### config.mk
export PLATFORM = sky130hd
export DESIGN_NAME = rv32v_reduction_sequencer
export DESIGN_NICKNAME = d
export VERILOG_FILES = /design/src/rtl/rv32v_reduction_sequencer.sv
export SDC_FILE = /design/constraint.sdc
export NUM_CORES = 1
export LEC_CHECK = 0
export CAP_MARGIN = 20
export CORE_MARGIN = 2
export CORE_UTILIZATION = 54
export DETAILED_ROUTE_END_ITERATION = 10
export DONT_BUFFER_PORTS = 1
export HOLD_SLACK_MARGIN = 0.05
export PLACE_DENSITY_LB_ADDON = 0.2
export RECOVER_POWER = 50
export SKIP_CTS_REPAIR_TIMING = 1
export SLEW_MARGIN = 20
export SYNTH_ARGS = -nofsm -noshare
export SYNTH_HDL_FRONTEND = slang
export SYNTH_SLANG_ARGS = --single-unit
### constraint.sdc
create_clock -name CLK -period 5.8 [get_ports CLK]
set_input_delay 1.74 -clock CLK [delete_from_list [all_inputs] [get_ports CLK]]
set_output_delay 1.74 -clock CLK [all_outputs]
set_load 0.005 [all_outputs]
### src/rtl/rv32v_reduction_sequencer.sv
// rtl/rv32v_reduction_sequencer.sv - walks a vector reduction across 4-lane VRF beats
// and folds each beat result into a scalar accumulator seeded with vs1[0].
module rv32v_reduction_sequencer #(
   parameter int VL_W   = 8,
   parameter int BEAT_W = VL_W - 1
) (
   input  logic              CLK,
   input  logic              RST,
   input  logic              start,
   input  logic              abort,
   input  logic [3:0]        valuop,
   input  logic              vopunsigned,
   input  logic              vm,
   input  logic [VL_W-1:0]   vl,
   input  logic [31:0]       scalar_in,
   output logic              busy,
   output logic              rd_req,
   output logic [BEAT_W-1:0] rd_idx,
   input  logic              rd_valid,
   input  logic [127:0]      rd_data,
   input  logic [3:0]        rd_mask,
   output logic [3:0]        red_valuop,
   output logic              red_vopunsigned,
   output logic [127:0]      red_vdat,
   output logic [3:0]        red_vmask,
   input  logic [31:0]       red_result,
   output logic              out_valid,
   input  logic              out_ready,
   output logic [31:0]       out_data,
   output logic              out_wen,
   output logic              out_err
);

   localparam logic [3:0] OP_ADD = 4'd0;
   localparam logic [3:0] OP_MAX = 4'd1;
   localparam logic [3:0] OP_MIN = 4'd2;
   localparam logic [3:0] OP_AND = 4'd3;
   localparam logic [3:0] OP_OR  = 4'd4;
   localparam logic [3:0] OP_XOR = 4'd5;

   typedef enum logic [1:0] {IDLE, READ, ACCUM, DONE} state_t;

   state_t            state;
   logic [3:0]        op_q;
   logic              uns_q;
   logic              vm_q;
   logic [VL_W-1:0]   vl_q;
   logic [31:0]       acc;
   logic [BEAT_W-1:0] beat;
   logic [127:0]      data_q;
   logic [3:0]        mask_q;

   logic [VL_W-1:0]   last_beat;
   logic              is_last;
   logic [3:0]        lane_act;
   logic [31:0]       ident;
   logic              res_gt;
   logic              res_lt;
   logic [31:0]       acc_next;

   assign last_beat = (vl_q - VL_W'(1)) >> 2;
   assign is_last   = (VL_W'(beat) == last_beat);

   // A lane contributes only if it is unmasked and below vl; tail lanes get the identity.
   always_comb begin
      lane_act = '0;
      for (int i = 0; i < 4; i++) begin
         lane_act[i] = (vm_q || mask_q[i]) && ({beat, 2'(i)} < {1'b0, vl_q});
      end
   end

   always_comb begin
      case (op_q)
         OP_AND:  ident = 32'hFFFF_FFFF;
         OP_MAX:  ident = uns_q ? 32'h0000_0000 : 32'h8000_0000;
         OP_MIN:  ident = uns_q ? 32'hFFFF_FFFF : 32'h7FFF_FFFF;
         default: ident = 32'h0000_0000;
      endcase
   end

   always_comb begin
      red_vmask       = 4'hF;
      red_valuop      = OP_ADD;
      red_vopunsigned = 1'b0;
      red_vdat        = '0;
      if (state == ACCUM) begin
         red_valuop      = op_q;
         red_vopunsigned = uns_q;
         for (int i = 0; i < 4; i++) begin
            red_vdat[32*i +: 32] = lane_act[i] ? data_q[32*i +: 32] : ident;
         end
      end
   end

   assign res_gt = uns_q ? (red_result > acc) : ($signed(red_result) > $signed(acc));
   assign res_lt = uns_q ? (red_result < acc) : ($signed(red_result) < $signed(acc));

   always_comb begin
      case (op_q)
         OP_ADD:  acc_next = acc + red_result;
         OP_MAX:  acc_next = res_gt ? red_result : acc;
         OP_MIN:  acc_next = res_lt ? red_result : acc;
         OP_AND:  acc_next = acc & red_result;
         OP_OR:   acc_next = acc | red_result;
         OP_XOR:  acc_next = acc ^ red_result;
         default: acc_next = acc;
      endcase
      if (lane_act == 4'b0000) begin
         acc_next = acc;
      end
   end

   always_ff @(posedge CLK) begin
      if (RST) begin
         state     <= IDLE;
         busy      <= 1'b0;
         rd_req    <= 1'b0;
         rd_idx    <= '0;
         out_valid <= 1'b0;
         out_data  <= '0;
         out_wen   <= 1'b0;
         out_err   <= 1'b0;
         acc       <= '0;
         beat      <= '0;
         op_q      <= OP_ADD;
         uns_q     <= 1'b0;
         vm_q      <= 1'b0;
         vl_q      <= '0;
         data_q    <= '0;
         mask_q    <= '0;
      end else if (abort) begin
         state     <= IDLE;
         busy      <= 1'b0;
         rd_req    <= 1'b0;
         out_valid <= 1'b0;
         out_wen   <= 1'b0;
         out_err   <= 1'b0;
      end else begin
         case (state)
            IDLE: begin
               if (start) begin
                  op_q  <= valuop;
                  uns_q <= vopunsigned;
                  vm_q  <= vm;
                  vl_q  <= vl;
                  acc   <= scalar_in;
                  beat  <= '0;
                  busy  <= 1'b1;
                  if (valuop > OP_XOR) begin
                     state     <= DONE;
                     out_valid <= 1'b1;
                     out_data  <= scalar_in;
                     out_wen   <= 1'b0;
                     out_err   <= 1'b1;
                  end else if (vl == '0) begin
                     state     <= DONE;
                     out_valid <= 1'b1;
                     out_data  <= scalar_in;
                     out_wen   <= 1'b0;
                     out_err   <= 1'b0;
                  end else begin
                     state  <= READ;
                     rd_req <= 1'b1;
                     rd_idx <= '0;
                  end
               end
            end
            READ: begin
               if (rd_valid) begin
                  data_q <= rd_data;
                  mask_q <= rd_mask;
                  rd_req <= 1'b0;
                  state  <= ACCUM;
               end
            end
            ACCUM: begin
               acc  <= acc_next;
               beat <= beat + BEAT_W'(1);
               if (is_last) begin
                  state     <= DONE;
                  out_valid <= 1'b1;
                  out_data  <= acc_next;
                  out_wen   <= 1'b1;
                  out_err   <= 1'b0;
               end else begin
                  state  <= READ;
                  rd_req <= 1'b1;
                  rd_idx <= beat + BEAT_W'(1);
               end
            end
            DONE: begin
               if (out_ready) begin
                  state     <= IDLE;
                  busy      <= 1'b0;
                  out_valid <= 1'b0;
                  out_wen   <= 1'b0;
                  out_err   <= 1'b0;
               end
            end
            default: state <= IDLE;
         endcase
      end
   end

endmodule

==> out/qor.csv <==
metric;value;unit
status;finished with violations;
failed_checks;max-capacitance violations, max-slew violations;
fillers;2645;
grt_util_all_layers;0.335;
worst_slew_pin_slew;3730;ps
synth.avg_cell_area;7.36;um2
slew_headroom;-1.49;
crit_path_max_fanout;35;
final-max-slew-violation-count;191;
synth.distinct_cells;90;
fin_area;16100;um2
wl_met2;24200;um
worstSkewPairLatency;560;ps
finalSetupViolations;0;
fmaxAchievable;195;MHz
synthArstFlopShare;0;
fin_crit_sh;0.886;
seq_area_frac_synth;0.307;
place_congestion;0.993;
placed_cell_area;15200;um2
core_area;27600;um2
viasPerCell;6.42;
synth-main-ff-cell;dfxtp_1;
hpwl;36000;um
end_kind;output pin;
ctsRootBufferMaster;clkbuf_16;
firstDrtPassIters;8;
crit_path_start_kind;flop;
ys_warn_count;0;
hold_class;flop to flop;
vias;15023;
finalNetCount;2261;
cts_tree;yes;
htreeDepth;1;
final.setup.tns;0;ps
regArea;4620;um2
drv_cap;3;
die_x;171;um
grt_pass1_wl;77600;um
drive_above_1_share;0.0602;
io_pins;397;
final_antenna_net_count;0;
p_leak;0.00580;uW
synth_edf_count;0;
top_layer;met4;
yosysTopAreaCell;dfxtp_1;
finClkSkew;10.6;ps
drcViolationCount;0;
area_delta_synth_final;6.66;%
path_clk_slew;60;ps
crit_required;4060;ps
critPathKind;flop to output pin;
clock_path_buffers;3;
routedWlPerCell;22.1;um
start_util;0.545;
netlist_top_cells_count;nand2_1, a21oi_1, dfxtp_1, clkbuf_1, nor2_1;
drtIter0Drc;1329;
synth.cell_area;15100;um2
die_area;29300;um2
synth-seq-cells;231;
grt_max_degree;234;
min_period;5140;ps
synth_area_leaders;dfxtp_1, nand2_1, ha_1;
cts_made_buffers;26;
grt.overflow.total;0;
synth.most_common_cell;nand2_1;
wl;51700;um
route.met3.wl;4840;um
die_h;171;um
syn_inst;2047;
multi_input_area;9500;um2
rsz0062_at_grt;no;
timing_hold_violations_final;0;
drt-met1-wl;20100;um
power_density;260;nW/um2
antenna_found_initial;1;
ir_worst_vdd;0.303;mV
grt_pass1_vias;13756;
clkSinkCount;231;
portBuffers;0;
worstPathArrival;3400;ps
rows;61;
synth_top_area_share;0.307;
[worst max-delay path: stages (launching register included)]
cell and delay, ps:
dfxtp_1 490, ha_1 320, a21o_1 170, a211oi_2 500
o221ai_4 530, a21oi_2 270, buf_4 330, o21a_1 220
[registers in the layout (all words and copies together) (netlist names)]
signal / count
acc: 32
out_data: 32
out_valid: 1
beat: 7
data_q: 128
uns_q: 1
out_err: 1
state: 2
busy: 1
rd_req: 1
rd_idx: 7
vm_q: 1
op_q: 4
mask_q: 4
out_wen: 1
vl_q: 8
[final cells by class]
cell class / instances / share of cell area
Multi-Input combinational cell: 1553 / 0.591
Tap cell: 378 / 0.0294
Clock inverter: 14 / 0.0107
Inverter: 93 / 0.0217
Sequential cell: 231 / 0.288
Clock buffer: 34 / 0.0442
Antenna cell: 1 / 0.000156
Timing Repair Buffer: 35 / 0.0152
[power by group]
group	internal (uW)	leakage (uW)	switching, uW	total [uW]
Sequential	1640	0.00187	56.3	1700
Combinational	270	0.00349	509	779
Clock	1000	0.000437	706	1710
[cells by family (layout without fill, tap and decap cells)]
logic type / after synthesis / after routing / synth area share
and+or+nand+nor: 695 / 695 / 0.199
DFF: 231 / 231 / 0.307
other: 1 / 5 / 0.000249
xor gates and xnor gates: 26 / 26 / 0.0151
adders and majority gates: 105 / 105 / 0.0877
muxes: 15 / 15 / 0.0105
buffers and inverters: 266 / 176 / 0.0702
AOI/OAI and AO/OA: 708 / 708 / 0.310
[per-layer routing]
| metal | global-route usage | vias up |
|---|---|---|
| li1 | - | 6978 |
| met1 | 0.417 | 7138 |
| met2 | 0.551 | 747 |
| met3 | 0.0743 | 160 |
| met4 | 0.155 | 0 |
| met5 | 0 | - |
[placed cells by master (no fill, tap or decap), types with 10 or more instances in the layout]
cell	count
mux2i_1	11
a21oi_1	247
o31ai_1	11
clkbuf_1	10
a31oi_1	25
nand4_1	12
a221oi_1	37
and2_1	11
buf_4	30
nor2_1	132
ha_1	104
or3_1	10
o21a_1	132
nand2_1	405
a211oi_1	14
nor4_1	10
nor3_1	28
dfxtp_1	231
a21o_1	19
inv_1	90
nand3_1	33
o21ai_0	88
clkbuf_16	26
xnor2_1	20
[worst paths after layout]
kind / cells after the start / startpoint / slack, ps / endpoint
max: 7 / beat[4]$_SDFFE_PP0P_ / 660 / red_vdat[113]
min: 2 / data_q[63]$_SDFFE_PP0P_ / 450 / data_q[63]$_SDFFE_PP0P_
max reg2reg: 5 / state[1]$_SDFFE_PP0P_ / 1330 / data_q[99]$_SDFFE_PP0P_
min reg2reg: 2 / data_q[63]$_SDFFE_PP0P_ / 450 / data_q[63]$_SDFFE_PP0P_
[metrics by stage]
stage,util,setup WS (ps),hold slack [ps],total power [uW],std cells
final,0.582,660,453,4180,2339
after global routing,0.582,441,469,4340,2339
after CTS,0.583,637,453,4190,2338
after detailed placement,0.551,663,443,2480,2290
after global placement,0.551,750,437,2480,2290
after floorplan,-,1070,436,2300,2050
No activity file was read; power rests on OpenSTA's default activity.
